==> config.mk <==
export PLATFORM = sky130hd
export DESIGN_NAME = pwm_multi_gen_flat
export DESIGN_NICKNAME = d
export VERILOG_FILES = /design/src/rtl/pwm_pkg.sv /design/src/rtl/pwm_multi_gen_if.sv /design/src/rtl/pwm_channel.sv /design/src/rtl/pwm_multi_gen.sv /design/src/flat_wrapper.sv
export SDC_FILE = /design/constraint.sdc
export NUM_CORES = 1
export LEC_CHECK = 0
export ABC_CLOCK_PERIOD_IN_PS = 2300
export CAP_MARGIN = 10
export CORE_MARGIN = 2
export CORE_UTILIZATION = 45
export DETAILED_ROUTE_END_ITERATION = 10
export GPL_ROUTABILITY_DRIVEN = 0
export PLACE_DENSITY_LB_ADDON = 0.3
export SLEW_MARGIN = 20
export SYNTH_ARGS = -nofsm -noshare
export SYNTH_HDL_FRONTEND = slang
export SYNTH_SLANG_ARGS = --single-unit
==> constraint.sdc <==
create_clock -name clk -period 2.3 [get_ports clk]
set_input_delay 0.46 -clock clk [delete_from_list [all_inputs] [get_ports clk]]
set_output_delay 0.46 -clock clk [all_outputs]
set_load 0.02 [all_outputs]
==> src/rtl/pwm_pkg.sv <==
// Shared types and constants for the multi-channel PWM generator.
package pwm_pkg;

  localparam int unsigned CNT_W_DEF = 16;

  localparam logic [1:0] MODE_LEFT  = 2'b00;
  localparam logic [1:0] MODE_RIGHT = 2'b01;
  localparam logic [1:0] MODE_WIN   = 2'b10;
  localparam logic [1:0] MODE_OFF   = 2'b11;

  // Per-channel configuration held in both shadow and active copies.
  typedef struct packed {
    logic [1:0]           mode;
    logic [CNT_W_DEF-1:0] cmp1;
    logic [CNT_W_DEF-1:0] cmp2;
    logic                 inv;
  } pwm_ch_cfg_t;

endpackage

==> src/rtl/pwm_multi_gen_if.sv <==
// Configuration and output bundle between the register file and the PWM block.
interface pwm_multi_gen_if #(
  parameter int unsigned NUM_CH = 4,
  parameter int unsigned CNT_W  = 16,
  parameter int unsigned PSC_W  = 8
);
  localparam int unsigned CH_W = (NUM_CH > 1) ? $clog2(NUM_CH) : 1;

  logic              en;
  logic [CNT_W-1:0]  period;
  logic [PSC_W-1:0]  prescale;
  logic              cfg_we;
  logic [CH_W-1:0]   cfg_ch;
  logic [1:0]        cfg_mode;
  logic [CNT_W-1:0]  cfg_cmp1;
  logic [CNT_W-1:0]  cfg_cmp2;
  logic              cfg_inv;
  logic [CNT_W-1:0]  count_val;
  logic              period_tick;
  logic [NUM_CH-1:0] pwm_out;

  modport master (
    output en, period, prescale, cfg_we, cfg_ch, cfg_mode, cfg_cmp1, cfg_cmp2, cfg_inv,
    input  count_val, period_tick, pwm_out
  );

  modport slave (
    input  en, period, prescale, cfg_we, cfg_ch, cfg_mode, cfg_cmp1, cfg_cmp2, cfg_inv,
    output count_val, period_tick, pwm_out
  );
endinterface

==> src/rtl/pwm_channel.sv <==
// One PWM channel: shadow/active config, compare against the shared counter, output flop.
module pwm_channel
  import pwm_pkg::*;
(
  input  logic                 clk,
  input  logic                 rst,
  input  logic                 i_en,
  input  logic                 i_load,
  input  logic                 i_we,
  input  pwm_ch_cfg_t          i_cfg,
  input  logic [CNT_W_DEF-1:0] i_cnt,
  output logic                 o_pwm
);

  pwm_ch_cfg_t r_shadow;
  pwm_ch_cfg_t r_active;
  pwm_ch_cfg_t w_next_active;
  logic        w_raw;

  // A write landing on a load cycle bypasses the shadow straight into active.
  always_comb w_next_active = i_we ? i_cfg : r_shadow;

  always_comb begin
    w_raw = 1'b0;
    case (r_active.mode)
      MODE_LEFT:  w_raw = (i_cnt < r_active.cmp1);
      MODE_RIGHT: w_raw = (i_cnt >= r_active.cmp1);
      MODE_WIN:   w_raw = (i_cnt >= r_active.cmp1) && (i_cnt < r_active.cmp2);
      default:    w_raw = 1'b0;
    endcase
  end

  always_ff @(posedge clk) begin
    if (rst) begin
      r_shadow <= '0;
      r_active <= '0;
      o_pwm    <= 1'b0;
    end else begin
      if (i_we)   r_shadow <= i_cfg;
      if (i_load) r_active <= w_next_active;
      o_pwm <= i_en & (w_raw ^ r_active.inv);
    end
  end

endmodule

==> src/rtl/pwm_multi_gen.sv <==
// Multi-channel PWM generator: shared prescaled timebase feeding NUM_CH channels.
module pwm_multi_gen
  import pwm_pkg::*;
#(
  parameter int unsigned NUM_CH = 4,
  parameter int unsigned CNT_W  = CNT_W_DEF,
  parameter int unsigned PSC_W  = 8
) (
  input  logic            clk,
  input  logic            rst,
  pwm_multi_gen_if.slave  bus
);

  localparam int unsigned CH_W = (NUM_CH > 1) ? $clog2(NUM_CH) : 1;

  logic [PSC_W-1:0]  r_psc;
  logic [PSC_W-1:0]  r_act_prescale;
  logic [CNT_W-1:0]  r_cnt;
  logic [CNT_W-1:0]  r_act_period;
  logic              r_period_tick;
  logic              w_tick;
  logic              w_wrap;
  logic              w_load;
  logic [NUM_CH-1:0] w_pwm;
  pwm_ch_cfg_t       w_cfg;

  assign w_tick = (r_psc == r_act_prescale);
  assign w_wrap = bus.en & w_tick & (r_cnt == r_act_period);
  // While disabled, active registers track shadow/inputs every cycle.
  assign w_load = ~bus.en | w_wrap;

  assign w_cfg = '{mode: bus.cfg_mode, cmp1: bus.cfg_cmp1, cmp2: bus.cfg_cmp2, inv: bus.cfg_inv};

  always_ff @(posedge clk) begin
    if (rst) begin
      r_psc          <= '0;
      r_cnt          <= '0;
      r_act_period   <= '0;
      r_act_prescale <= '0;
      r_period_tick  <= 1'b0;
    end else if (!bus.en) begin
      r_psc          <= '0;
      r_cnt          <= '0;
      r_act_period   <= bus.period;
      r_act_prescale <= bus.prescale;
      r_period_tick  <= 1'b0;
    end else begin
      r_period_tick <= w_wrap;
      if (w_tick) begin
        r_psc <= '0;
        r_cnt <= w_wrap ? '0 : r_cnt + CNT_W'(1);
      end else begin
        r_psc <= r_psc + PSC_W'(1);
      end
      // Period and prescale only change at wrap, so cnt never exceeds act_period.
      if (w_wrap) begin
        r_act_period   <= bus.period;
        r_act_prescale <= bus.prescale;
      end
    end
  end

  for (genvar i = 0; i < NUM_CH; i++) begin : g_ch
    logic w_we;
    assign w_we = bus.cfg_we & (bus.cfg_ch == CH_W'(i));

    pwm_channel u_ch (
      .clk    (clk),
      .rst    (rst),
      .i_en   (bus.en),
      .i_load (w_load),
      .i_we   (w_we),
      .i_cfg  (w_cfg),
      .i_cnt  (r_cnt),
      .o_pwm  (w_pwm[i])
    );
  end

  assign bus.count_val   = r_cnt;
  assign bus.period_tick = r_period_tick;
  assign bus.pwm_out     = w_pwm;

endmodule

==> src/flat_wrapper.sv <==
// flat-port wrapper written by rule: the top's interface ports become plain ports
module pwm_multi_gen_flat import pwm_pkg::*;
#(
  parameter int unsigned NUM_CH = 4,
  parameter int unsigned CNT_W  = CNT_W_DEF,
  parameter int unsigned PSC_W  = 8
)
  (clk, rst, bus_en, bus_period, bus_prescale, bus_cfg_we, bus_cfg_ch, bus_cfg_mode, bus_cfg_cmp1, bus_cfg_cmp2, bus_cfg_inv, bus_count_val, bus_period_tick, bus_pwm_out);
  pwm_multi_gen_if #(.NUM_CH(NUM_CH), .CNT_W(CNT_W), .PSC_W(PSC_W)) bus_i ();
  input  logic clk;
  input  logic rst;
  input wire logic [$bits(bus_i.en)-1:0] bus_en;
  input wire logic [$bits(bus_i.period)-1:0] bus_period;
  input wire logic [$bits(bus_i.prescale)-1:0] bus_prescale;
  input wire logic [$bits(bus_i.cfg_we)-1:0] bus_cfg_we;
  input wire logic [$bits(bus_i.cfg_ch)-1:0] bus_cfg_ch;
  input wire logic [$bits(bus_i.cfg_mode)-1:0] bus_cfg_mode;
  input wire logic [$bits(bus_i.cfg_cmp1)-1:0] bus_cfg_cmp1;
  input wire logic [$bits(bus_i.cfg_cmp2)-1:0] bus_cfg_cmp2;
  input wire logic [$bits(bus_i.cfg_inv)-1:0] bus_cfg_inv;
  output wire logic [$bits(bus_i.count_val)-1:0] bus_count_val;
  output wire logic [$bits(bus_i.period_tick)-1:0] bus_period_tick;
  output wire logic [$bits(bus_i.pwm_out)-1:0] bus_pwm_out;
  assign bus_i.en = bus_en;
  assign bus_i.period = bus_period;
  assign bus_i.prescale = bus_prescale;
  assign bus_i.cfg_we = bus_cfg_we;
  assign bus_i.cfg_ch = bus_cfg_ch;
  assign bus_i.cfg_mode = bus_cfg_mode;
  assign bus_i.cfg_cmp1 = bus_cfg_cmp1;
  assign bus_i.cfg_cmp2 = bus_cfg_cmp2;
  assign bus_i.cfg_inv = bus_cfg_inv;
  assign bus_count_val = bus_i.count_val;
  assign bus_period_tick = bus_i.period_tick;
  assign bus_pwm_out = bus_i.pwm_out;
  pwm_multi_gen #(.NUM_CH(NUM_CH), .CNT_W(CNT_W), .PSC_W(PSC_W)) u_core (.clk(clk), .rst(rst), .bus(bus_i));
endmodule
==> results.txt, run 1 <==
- The worst setup path is captured at a flop.
- Synthesis produced a netlist whose cell count is 1635.
* Initial antenna violation count: 0
- The synthesized design contains 0 enable-type register cells.
- Global routing consumed, over all layers together, 24.4% of the routing resources.
- Among all flip-flop cells after synthesis, the most frequent one is dfxtp_1.
* Later-pin clock latency in the skew report: 0.52 ns
* Synth Area in Compound Gates: 17.6%
- Number of clock buffers inserted by TritonCTS: 37
* Area of the mapped netlist: 14600 sq um
- The longest clock path from root to sink contains 3 buffers.
* Area growth from synthesis to layout: 27.1%
- Post-Synth Simple-Gate Area: 14.9%
- In the synthesized netlist the async set-or-reset flop fraction comes to 0%.
- Min Clock Period, post-route: 2.42 ns
- Critical path arrival: 2.85 ns
- The first global-routing pass estimated 64900 um of wire.
* Filler cell count: 2732
- The routed design has 42900 um of wire.
* Startpoint-to-endpoint class of the critical path: flop to flop
- The clock arrives with 0.0224 ns of skew.
* Source of the worst hold timing path: u_core.g_ch[2].u_ch.r_shadow[2]
- Post-route DRC violation count: 0
* Status: finished, violations left
- The die covers 33900 sq um.
* Routed WL per cell: 19.4 um
- The die is 184 um wide.
* Total setup violations reported at the end of the flow: 4
* Remaining global-route overflow: 0
* Worst ir drop on vdd: 0.000769 V
* Maximum number of pins on one net before global-route repair: 165
- Clock tree root buffer cell: clkbuf_16
- Type of origin of the critical path: flop
- Of the total synthesized cell area, the portion taken by XOR and XNOR cells is 2.88%.
- Placeable core area: 31700 sq um
- For the pin with the worst max-slew slack, the measured transition is 0.869 ns.
* Share of synthesized area occupied by flip-flops and latches: 45.7%
- Clock sinks: 333
- In this run, the number of DRC markers left after iteration 0 of detailed routing was 796.
- At the placement stage, the worst setup path has a slack of -0.451 ns.
* Violations in the final reports: negative setup slack
* Final standard cell utilization of the core: 58.4%
- Worst hold path type: flop to flop
- Summed over all nets, the half-perimeter wirelength after detailed placement is 27700 um.
* Number of max-cap violations: 0
- Yosys warning count: 0
- For this configuration, the core starts out at a cell density of 46.0%.
* Crit path setup slack, layout: -0.118 ns
* DRT Pass-1 Iters: 5
* Share of Yosys cell area claimed by the top area cell type: 45.7%
- The number of antenna diodes in the final layout is 0.
- Number of buffers inserted by port buffering: 85
- In this run the critical register-to-register path is launched from u_core.bus.count_val[13].
* Worst setup path start: u_core.bus.count_val[13]
- Main combinational cell family by area after synthesis: compound AO/OA/AOI/OAI gates
* Synth Area in Adders: 10.8%
- Fin. max-slew vios: 0
* Routed vias: 12.4k
- Fmax: 414 MHz
- Total number of H-tree levels: 2
* Part of the cycle the worst path needs: 105%
- RSZ-0062 raised after global routing: true
* Critical Path RT: 2.73 ns
- Summed over all cells, the static leakage comes to 7.90 nW.
- In this run the remaining antenna-violating nets after routing total 0.
- The portion of synthesized area spent on multiplexers is 1.65%.
- The via count of the first global-routing pass is 11.9k.
- Number of distinct standard cells referenced by the synthesized netlist: 57
* Vias per Instance: 5.60
- The number of hold buffers added after CTS was 0.
- Vertical extent of the die: 184 um
- Clock-pin slew on the worst setup and hold paths: 0.06 ns
* I/O pins: 86
* Ranking of synthesized cells by area: dfxtp_1 (46%), ha_1 (11%), o22a_1 (8.4%)
- Nets@finish: 1976
- After synthesis the netlist holds a flip-flop and latch count of 333.
* Power Density: 755 nW/um^2
- After floorplanning, the core was divided into 65 placement rows.
* Share of final-layout standard cells stronger than drive strength 1: 13.4%
- Largest fanout on the critical path: 5
- The number of nets in the synthesized netlist is 1826.
* Average footprint of a synthesized cell: 8.92 sq um
- Endpoints failing hold: 0
- Area leader, netlist: dfxtp_1
- TritonCTS built the clock tree.
- Worst max-slew margin expressed relative to the limit: 42.0%
==> synth_stat cells, drive strengths merged, types with 2 or more instances <==
master / number
or3b: 2
nand3: 13
buf: 31
nand2b: 9
nor3: 12
xnor2: 39
and2: 12
o22a: 140
nor4: 9
a31oi: 3
nor2: 65
or4: 3
or3: 2
a2111oi: 5
dfxtp: 333
nor3b: 2
xor2: 9
o21ai: 22
ha: 126
o31ai: 2
a21oi: 187
or2: 2
nand4: 25
o211ai: 3
inv: 129
and3: 5
and4: 2
a211oi: 6
clkbuf: 58
o21a: 7
o22ai: 2
nand2: 323
nor2b: 7
mux2i: 24
==> layer usage <==
layer  vias up  wire length [um]  GRT usage, %
li1       5918                 -             -
met5         -                 0             0
met3        70              2740          3.68
met1      6019             20200          34.4
met2       390             19000          39.0
met4         0               947          6.34
==> path summary, 6_finish.rpt <==
path	end	slack [ns]	cells after the start
setup / recovery	u_core.g_ch[1].u_ch.o_pwm	-0.12	9
hold / removal	u_core.g_ch[2].u_ch.r_shadow[2]	0.46	2
hold reg to reg	u_core.g_ch[2].u_ch.r_shadow[2]	0.46	2
setup reg to reg	u_core.g_ch[1].u_ch.o_pwm	-0.12	9
==> worst max-delay path, stage by stage (launching register included) <==
cell and delay (ns):
dfxtp_4 0.41, ha_4 0.22, nand4_1 0.15, nor3_1 0.08, or3_1 0.41, a2111oi_2 0.35
buf_4 0.20, a211oi_4 0.07, o21a_1 0.23, nor3_4 0.23
==> area by class of cell <==
cell class | count | area [sq um] | share of cell area [%]
Multi-Input combinational cell | 1084 | 7320 | 39.5
Sequential cell | 333 | 6710 | 36.2
Timing Repair Buffer | 200 | 2220 | 12.0
Clock buffer | 58 | 1140 | 6.14
Tap cell | 402 | 503 | 2.71
Inverter | 129 | 484 | 2.61
Clock inverter | 8 | 150 | 0.810
==> power by group <==
part	internal, W	switching (W)	total, W	leakage, nW
sequential	0.00605	0.000154	0.00620	2.74
combinational	0.000713	0.000867	0.00158	4.54
clock	0.00385	0.00237	0.00622	0.627
total	0.0106	0.00339	0.0140	7.90
==> layout by cell type, fill, tap and decap left out, types with 10 or more instances in the layout <==
cell type / n
clkdlybuf4s50_1: 80
nand4_1: 25
o21ai_0: 19
dfxtp_1: 315
o22a_1: 140
ha_1: 118
inv_1: 127
nand3_1: 12
xnor2_1: 35
clkbuf_1: 10
buf_12: 26
dfxtp_4: 10
nor2_1: 61
a21oi_1: 185
buf_4: 74
mux2i_1: 23
and2_1: 12
nand2_1: 322
clkbuf_16: 45
==> kinds of logic (layout without fill, tap and decap cells) <==
| group | Yosys count | count (layout) |
|---|---|---|
| AND/OR/NAND/NOR | 499 | 499 |
| AO/OA/AOI/OAI | 387 | 387 |
| flip-flops | 333 | 333 |
| buffers and inverters | 218 | 395 |
| adder cells (fa/ha/maj) | 126 | 126 |
| XOR/XNOR | 48 | 48 |
| multiplexers | 24 | 24 |
==> repair_timing <==
action / 4_1_cts / 5_1_grt
hold endpoints to repair: 0 / 0
pin swaps: 8 / 22
cloned: 0 / 8
buffers inserted: 3 / 14
endpoints found under the setup margin: 186 / 182
gates resized for setup: 23 / 59
==> flip-flops by register name (all words and copies together) (netlist names) <==
| name | flops |
|---|---|
| u_core.bus.count_val | 16 |
| u_core.bus.period_tick | 1 |
| u_core.g_ch.u_ch.o_pwm | 4 |
| u_core.g_ch.u_ch.r_active | 140 |
| u_core.g_ch.u_ch.r_shadow | 140 |
| u_core.r_act_period | 16 |
| u_core.r_act_prescale | 8 |
| u_core.r_psc | 8 |
==> metrics by stage <==
step / std cells / area, sq um / total power [W] / hold slack, ns / setup TNS [ns]
floorplan: 1635 / 14600 / 0.00714 / 0.437 / -0.0584
global placement: 2123 / 16600 / 0.00769 / 0.446 / -13.88
detailed placement: 2123 / 16600 / 0.00773 / 0.451 / -16.83
CTS: 2192 / 17900 / 0.0139 / 0.459 / -0.0493
global route: 2214 / 18500 / 0.0145 / 0.481 / -4.14
finish: 2214 / 18500 / 0.0140 / 0.459 / -0.173
Power figures use the tool's default switching activity.
==> run 2: changes to the inputs <==
--- a/config.mk
+++ b/config.mk
@@ -11,6 +11,7 @@
 export CORE_UTILIZATION = 45
 export DETAILED_ROUTE_END_ITERATION = 10
 export GPL_ROUTABILITY_DRIVEN = 0
+export HOLD_SLACK_MARGIN = 0.02
 export PLACE_DENSITY_LB_ADDON = 0.3
 export SLEW_MARGIN = 20
 export SYNTH_ARGS = -nofsm -noshare
==> constraint.sdc (replaced) <==
create_clock -name clk -period 2.3 [get_ports clk]
set_input_delay 0.23 -clock clk [delete_from_list [all_inputs] [get_ports clk]]
set_output_delay 0.23 -clock clk [all_outputs]
set_load 0.02 [all_outputs]
==> run 2 against run 1 <==
Against the previous run: the flow still finishes with violations (negative setup slack); combinational power about the same; utilization rose by 0.20 points; register-to-register slack improved by 0.11 ns; sequential share of layout area down 0.11 points; critical path depth grew 1; hold slack got worse by 0.13 ns; final area rose by 0.34%; critical path type unchanged.
==> results.txt, run 2 (synthesized netlist as in run 1, its figures left out) <==
- The max-capacitance violation count was 0 (unchanged).
- The area of placed instances was 16500 sq um (-0.45%).
- The horizontal die dimension came to 184 um (unchanged).
- Walking the worst path, the cells encountered are buf_4 -> xnor2_1 -> nand3_1 -> nor4_2 -> nand3_2 -> o21ai_4 -> buf_12 -> clkbuf_16 -> mux2i_1 -> nor2_1.
- Power Density: 741 nW/um^2 (-2.0%)
* Routed WL per cell: 20.4 um (+5.2%)
- Type of origin of the critical path: flop
* Worst setup path start: u_core.bus.count_val[4]
- The total design power was 0.0138 W (-1.6%).
* Post-route DRC violation count: 0 (unchanged)
- The iteration count of the initial detailed-routing pass came to 8 (+3).
* DRT iter0 DRCs: 990 (+24%)
* CP endpoint: u_core.r_act_period[8]
* Critical Path RT: 2.69 ns (-0.04 ns)
- Maximum number of pins on one net before global-route repair: 61 (-63%)
- Status: finished, violations left
- The footprint of the multi-input gates was 7360 sq um (+0.56%).
- CP delay by family, top: simple AND/OR/NAND/NOR gates
- Clock tree root buffer cell: clkbuf_16
- Post-route ant nets: 0 (unchanged)
- The total global routing overflow was 0 (unchanged).
* Dpl ws: -0.166 ns (+0.286 ns)
- Commonest non-fill, non-tap cells in the layout: nand2_1 (322), dfxtp_1 (311), a21oi_1 (186), o22a_1 (140), inv_1 (127)
* Startpoint-to-endpoint class of the critical path: flop to flop
* CP max stage cell: dfxtp_2
- Total setup violations reported at the end of the flow: 3 (-1)
- The H-tree depth came to 2 (unchanged).
- Initial core utilization: 46.0% (unchanged)
* Largest fanout on the critical path: 8 (+3)
- The sequential cell area is 6720 sq um (about the same).
- The final reports fail on negative setup slack.
- Crit path buffers/inverters: 3 (+2)
- The layout cell share with drive strength beyond 1 came to 13.8% (+0.39 points).
* Fin. max-slew vios: 0 (unchanged)
- The worst hold margin is 0.326 ns (-0.132 ns).
* Critical path arrival: 2.70 ns (-0.15 ns)
- Leaving out fill and tap cells, the most frequent cell in the layout is nand2_1.
- Worst hold path type: primary input to flop
* Critical path's largest stage delay: 0.49 ns (+0.08 ns)
* Overall Global Routing Usage: 25.0% (+0.56 points)
* Biggest registers after layout: u_core.g_ch.u_ch.r_active (140), u_core.g_ch.u_ch.r_shadow (140)
- Antenna fix cells: 0 (unchanged)
- Later-pin clock latency in the skew report: 0.52 ns (about the same)
* Worst-Margin Slew: 0.678 ns (-0.192 ns)
- In this run the critical register-to-register path is captured at u_core.r_act_period[8].
- The number of sinks driven by the clock tree is 333 (unchanged).
* Vertical extent of the die: 184 um (unchanged)
* Worst Reg2Reg Path Length in Cells: 10 (+1)
- Min Clock Period, post-route: 2.31 ns (-0.106 ns)
* Wire length reported by the detailed router: 45200 um (+5.2%)
- Worst max-slew margin expressed relative to the limit: 54.8% (+13 points)
* Final instance area: 18600 sq um (+0.34%)
- Filler cell count: 2693 (-1.4%)
- The register-to-register setup slack is -0.01 ns (+0.11 ns).
- The die area was 33900 sq um (unchanged).
- Placeable core area: 31700 sq um (unchanged)
* Global-route wire length before repair: 65600 um (+1.1%)
* Met1 layer usage reported by global route: 35.0% (+0.57 points)
* Number of buffers inserted by port buffering: 85 (unchanged)
* Clock-pin slew on the worst setup and hold paths: 0.06 ns (about the same)
- Endpoint type of the worst setup path: flop
* Nets@finish: 1974 (-0.10%)
* Path length in cells of the critical path: 10 (+1)
- Setup repair after global routing could not meet its margin everywhere.
* Vias per Instance: 5.62 (+0.41%)
- Number of clock buffers inserted by TritonCTS: 37 (unchanged)
- CTS Buffer Depth: 3 (unchanged)
- The leakage dissipation was 7.87 nW (-0.40%).
* Global routing met3 resource utilization: 3.86% (+0.18 points)
- Worst clock skew: 0.0144 ns (-0.00802 ns)
- The setup TNS came to -0.0212 ns (+0.152 ns).
- The worst voltage drop across the vdd grid came to 0.000572 V (-26%).
* Rows: 65 (unchanged)
* Crit path setup slack, layout: -0.0125 ns (+0.106 ns)
- Grt met2 use: 39.4% (+0.44 points)
- The ratio of final minimum period to clock period was 101% (-4.6 points).
* I/O pins: 86 (unchanged)
- The half-perimeter wire length of the detailed placement result was 28000 um (+1.1%).
* Clock tree from TritonCTS: built
- The via count of the first global-routing pass was 11.9k (-0.37%).
- Relative to the synthesized area, the layout overhead comes to 27.5%.
* Initial antenna violation count: 0 (unchanged)
* Endpoints failing hold: 0 (unchanged)
- The number of vias after detailed routing is 12.4k (+0.41%).
* Top Usage Layer GRT: met2
- Worst R2R Start: u_core.bus.count_val[4]
- Fmax: 432 MHz (+4.6%)
==> run 2: repair_timing <==
item,in CTS,in global routing
gates cloned,0,13
hold buffers,1,0
endpoints found under the setup margin,163,182
buffers inserted,2,12
gates resized for setup,15,70
hold endpoints to repair,4,0
pin swaps,2,30
==> run 2: layout make-up <==
| class | count | area share, % |
|---|---|---|
| clock buffers | 50 | 5.79 |
| multi-input cells | 1084 | 39.6 |
| well taps | 402 | 2.71 |
| inverters | 129 | 2.60 |
| clock inverters | 18 | 0.855 |
| repair buffers | 198 | 12.3 |
| flip-flops and latches | 333 | 36.1 |
==> run 2: worst reg2reg max path, stage by stage (launching register included) <==
cell and delay [ns]:
dfxtp_2 0.49, buf_4 0.20, xnor2_1 0.11, nand3_1 0.10, nor4_2 0.30, nand3_2 0.16, o21ai_4 0.22, buf_12 0.16
clkbuf_16 0.18, mux2i_1 0.21, nor2_1 0.06
==> run 2: where the power goes <==
part	switching, W	leakage, nW	internal, W
Clock	0.00243	0.610	0.00353
Sequential	0.000158	2.74	0.00605
Combinational	0.000879	4.52	0.000719
Total	0.00347	7.87	0.0103
==> run 2: routing by layer <==
metal  wire, um  vias to the layer above  part of all wire, %
met3       3070                       93                  6.8
met4       1150                        0                  2.5
met2      20200                      431                   45
li1           -                     5909                    -
met5          0                        -                    0
met1      20700                     6015                   46
==> run 2: worst min-delay path by stage <==
stage | from | end | cells after the start
3_3_place_gp | u_core.g_ch[2].u_ch.r_shadow[14] | u_core.g_ch[2].u_ch.r_shadow[14] | 2
5_1_grt | bus_period[7] | u_core.r_act_period[7] | 3
2_1_floorplan | bus_period[0] | u_core.r_act_period[0] | 2
6_report | bus_prescale[0] | u_core.r_act_prescale[0] | 3
4_1_cts | bus_period[1] | u_core.r_act_period[1] | 3
3_5_place_dp | u_core.g_ch[0].u_ch.r_shadow[10] | u_core.g_ch[0].u_ch.r_shadow[10] | 2
==> run 2: through the flow <==
step / util, % / instances
3_5_place_dp: 51.9 / 2118
6_report: 58.6 / 2214
2_1_floorplan: - / 1635
4_1_cts: 56.1 / 2189
3_3_place_gp: 51.9 / 2118
5_1_grt: 58.6 / 2214
==> run 3: changes to the inputs <==
--- a/config.mk
+++ b/config.mk
@@ -7,9 +7,10 @@
 export LEC_CHECK = 0
 export ABC_CLOCK_PERIOD_IN_PS = 2300
 export CAP_MARGIN = 10
-export CORE_MARGIN = 2
+export CORE_MARGIN = 3
 export CORE_UTILIZATION = 45
 export DETAILED_ROUTE_END_ITERATION = 10
+export DONT_BUFFER_PORTS = 1
 export GPL_ROUTABILITY_DRIVEN = 0
 export HOLD_SLACK_MARGIN = 0.02
 export PLACE_DENSITY_LB_ADDON = 0.3
==> run 3 against run 2 <==
Against the previous run: the flow still finishes with violations (negative setup slack); sequential share of layout area shrank 1.5 points; count of clock-buffer cells in the layout grew 4; hold slack lost 0.22 ns; register-to-register slack lost 0.04 ns; global-route usage grew 0.65 points; setup slack lost 0.040 ns; utilization grew 2.5 points; routed wire length grew 8.6%; final area grew 4.3%; largest power group unchanged; highest routed layer is now met5.
==> results.txt, run 3 (synthesized netlist as in run 1, its figures left out) <==
- Fin. max-slew vios: 0 (unchanged)
* Met3 WL: 4490 um (+46%)
- Vias per Instance: 5.73 (+1.8%)
- The clock latency reported for the late side of the worst-skew pair is 0.54 ns (+0.02 ns).
* Initial antenna violation count: 1 (+1)
- The clock share of power is 43.6% (+0.3 points).
- Total setup violations reported at the end of the flow: 77 (+74)
- Routed vias: 13.0k (+4.7%)
- Overall Global Routing Usage: 25.6% (+0.65 points)
* Worst reg2reg setup slack: -0.05 ns (-0.04 ns)
* Terminus of the critical flop-to-flop path: u_core.g_ch[1].u_ch.r_active[17]
- DRT iter0 DRCs: 1010 (+2.0%)
* Rows: 65 (unchanged)
- Final standard cell utilization of the core: 61.1% (+2.5 points)
- The starting density of the core was 46.0% (unchanged).
- Violations in the final reports: negative setup slack
- Worst-Margin Slew: 0.679 ns (+0.00158 ns)
* Worst setup path start: u_core.bus.count_val[4]
- RSZ-0062 raised after global routing: true
- Clock-pin slew on the worst setup and hold paths: 0.06 ns (about the same)
* Nets@finish: 2039 (+3.3%)
- CP delay by family, top: simple AND/OR/NAND/NOR gates
- Endpoints failing hold: 0 (unchanged)
* Internal power: 0.0104 W (+1.5%)
- DRT Pass-1 Iters: 6 (-2)
* Part of the cycle the worst path needs: 102% (+1.8 points)
* Crit path setup slack, layout: -0.0528 ns (-0.0403 ns)
- The count of filler cells inserted in the layout came to 2568 (-4.6%).
- The TritonCTS buffer count is 38 (+2.7%).
- The wire length per cell was 21.5 um (+5.6%).
- Met1 wire length: 20700 um (-0.41%)
- Vertical extent of the die: 186 um (+1.1%)
- The startpoint identified for the worst hold timing path is bus_en.
- The switching power of the nets came to 0.00354 W (+2.1%).
- The number of DRC violations after detailed routing was 0 (unchanged).
* Worst R2R Start: u_core.bus.count_val[4]
* Critical Path RT: 2.72 ns (+0.03 ns)
- The total I/O pin count came to 86 (unchanged).
- The number of cell instances on the worst register-to-register path was 11 (+1).
- The worst setup path is captured at a flop.
- The number of sinks driven by the clock tree is 333 (unchanged).
- Clock tree root buffer cell: clkbuf_16
- The library cell used most frequently in the layout, excluding fill and tap cells, is nand2_1.
- The flow ran to the end, but the final reports show violations.
- The buffer and inverter count on the worst path was 4 (+1).
- The half-perimeter wire length of the detailed placement result came to 28200 um (+0.74%).
* Placed cell count: 2056 (-2.9%)
- The largest fanout on the critical path is 25 (+17).
* Critical path arrival: 2.77 ns (+0.07 ns)
* Combinational cell fraction of total power: 12.0% (+0.4 points)
- Compared with the post-synthesis result, the final layout area differs by 32.9%.
- Final standard cell count with taps included and fillers excluded: 2277 (+2.8%)
- STA classifies the critical path startpoint as a flop.
* Placeable core area: 31700 sq um (unchanged)
- Min Clock Period, post-route: 2.35 ns (+0.0403 ns)
- Via count of the first global-routing pass: 12.2k (+3.0%)
* Cells along the critical path: buf_4 -> xnor2_1 -> nand3_1 -> nor4_2 -> nand3_2 -> buf_4 -> nor2_4 -> buf_12 -> nor2_4 -> buf_12 -> o22a_1
- Power Density: 722 nW/um^2 (-2.5%)
* Leakage Power: 8.39 nW (+6.6%)
- The die area is 34600 sq um (+2.2%).
- Antenna fix cells: 0 (unchanged)
* Combined flip-flop and latch cell area: 6720 sq um (about the same)
- Worst max-slew margin expressed relative to the limit: 54.6% (-0.21 points)
- Worst clock skew: 0.0274 ns (+0.0131 ns)
* Global-route wire length before repair: 68700 um (+4.6%)
* Share of final-layout standard cells stronger than drive strength 1: 15.9% (+2.1 points)
* Biggest registers after layout: u_core.g_ch.u_ch.r_active (140), u_core.g_ch.u_ch.r_shadow (140)
* End of the worst hold path: u_core.g_ch[0].u_ch.o_pwm
* CP max stage cell: dfxtp_4
- Total number of H-tree levels: 2 (unchanged)
- In the layout the commonest cells are nand2_1 (322), dfxtp_1 (318), a21oi_1 (182), o22a_1 (140), inv_1 (127).
* CTS Buffer Depth: 3 (unchanged)
- Area of the multi-input gates: 7500 sq um (+1.9%)
* Floorplan die width: 186 um (+1.1%)
- Topmost layer with routed signal wires: met5
- Remaining global-route overflow: 0 (unchanged)
- Worst ir drop on vdd: 0.000504 V (-12%)
- The switching share of power is 25.3% (+0.11 points).
* Maximum number of pins on one net before global-route repair: 117 (+92%)
- Met2 routed WL: 22400 um (+11%)
- The number of antenna-violating nets in the routed design is 0 (unchanged).
- The final wirelength is 49100 um (+8.6%).
- TritonCTS built the clock tree.
* Number of buffers inserted by port buffering: 0 (-100%)
* Startpoint-to-endpoint class of the critical path: flop to flop
- Number of max-cap violations: 0 (unchanged)
* Relative contribution of sequential cells to total power: 44.4% (-0.7 points)
- Cell count of the worst hold path: 3 (unchanged)
- Critical path's largest stage delay: 0.43 ns (-0.06 ns)
- Fmax: 425 MHz (-1.7%)
* Worst hold path type: primary input to flop
==> run 3: cell types whose count changed in the layout (fill, tap and decap cells not counted), sizes merged, moves of 6 or more <==
cell           previous run  this run
dlygate4sd3               1       103
clkdlybuf4s50            84         0
buf                     103       142
clkbuf                   60        68
clkinv                   12         6
==> run 3: power groups by stage <==
| stage | Combinational [W] | Sequential, W | Clock [W] |
|---|---|---|---|
| after detailed placement | 0.00116 | 0.00634 | 0 |
| after global placement | 0.00114 | 0.00633 | 0 |
| after CTS | 0.00140 | 0.00621 | 0.00615 |
| final | 0.00168 | 0.00621 | 0.00610 |
| after floorplan | 0.000860 | 0.00628 | 0 |
| after global routing | 0.00181 | 0.00623 | 0.00640 |
==> run 3: tightest hold or removal path, cell delays in order <==
cell      delay [ns]
nand2b_1        0.04
buf_4           0.21
nor2_1          0.11
==> run 3: worst max path at each step <==
stage,endpoint,slack (ns),depth (start not counted)
global placement,u_core.g_ch[2].u_ch.o_pwm,-0.15,9
detailed placement,u_core.g_ch[2].u_ch.o_pwm,-0.18,9
global route,u_core.g_ch[2].u_ch.r_active[20],-0.12,12
finish,u_core.g_ch[1].u_ch.r_active[17],-0.05,11
CTS,u_core.g_ch[2].u_ch.o_pwm,-0.09,9
floorplan,u_core.g_ch[1].u_ch.o_pwm,-0.06,8
==> run 3: routing by layer <==
layer,GRT usage (%),vias up
met5,0,-
met4,7.72,2
met3,6.41,116
met2,41.7,543
met1,33.7,6320
li1,-,6056
==> run 3: through the flow <==
step	setup WS, ns	total power, W	hold slack [ns]	TNS [ns]	instance area [sq um]
after floorplan	-0.0584	0.00714	0.377	-0.0584	14600
after global routing	-0.117	0.0144	0.101	-11.73	19400
after detailed placement	-0.175	0.00751	0.324	-2.81	15700
after CTS	-0.0868	0.0138	0.0460	-0.0868	18300
final	-0.0528	0.0140	0.102	-1.56	19400
after global placement	-0.152	0.00747	0.319	-0.487	15700
==> run 3: area by class of cell <==
type | count | share of cell area, %
multi-input cells | 1086 | 38.7
flip-flops and latches | 333 | 34.6
repair buffers | 260 | 15.1
clock buffers | 54 | 5.74
well taps | 402 | 2.59
inverters | 129 | 2.50
clock inverters | 13 | 0.775
==> run 3: what timing repair did <==
item / 4_1_cts / 5_1_grt
pin swaps: 9 / 31
endpoints found under the hold margin: 304 / 0
setup buffers: 5 / 21
hold buffers: 104 / 0
gates cloned: 3 / 24
setup endpoints to repair: 150 / 169
resized for setup: 30 / 84
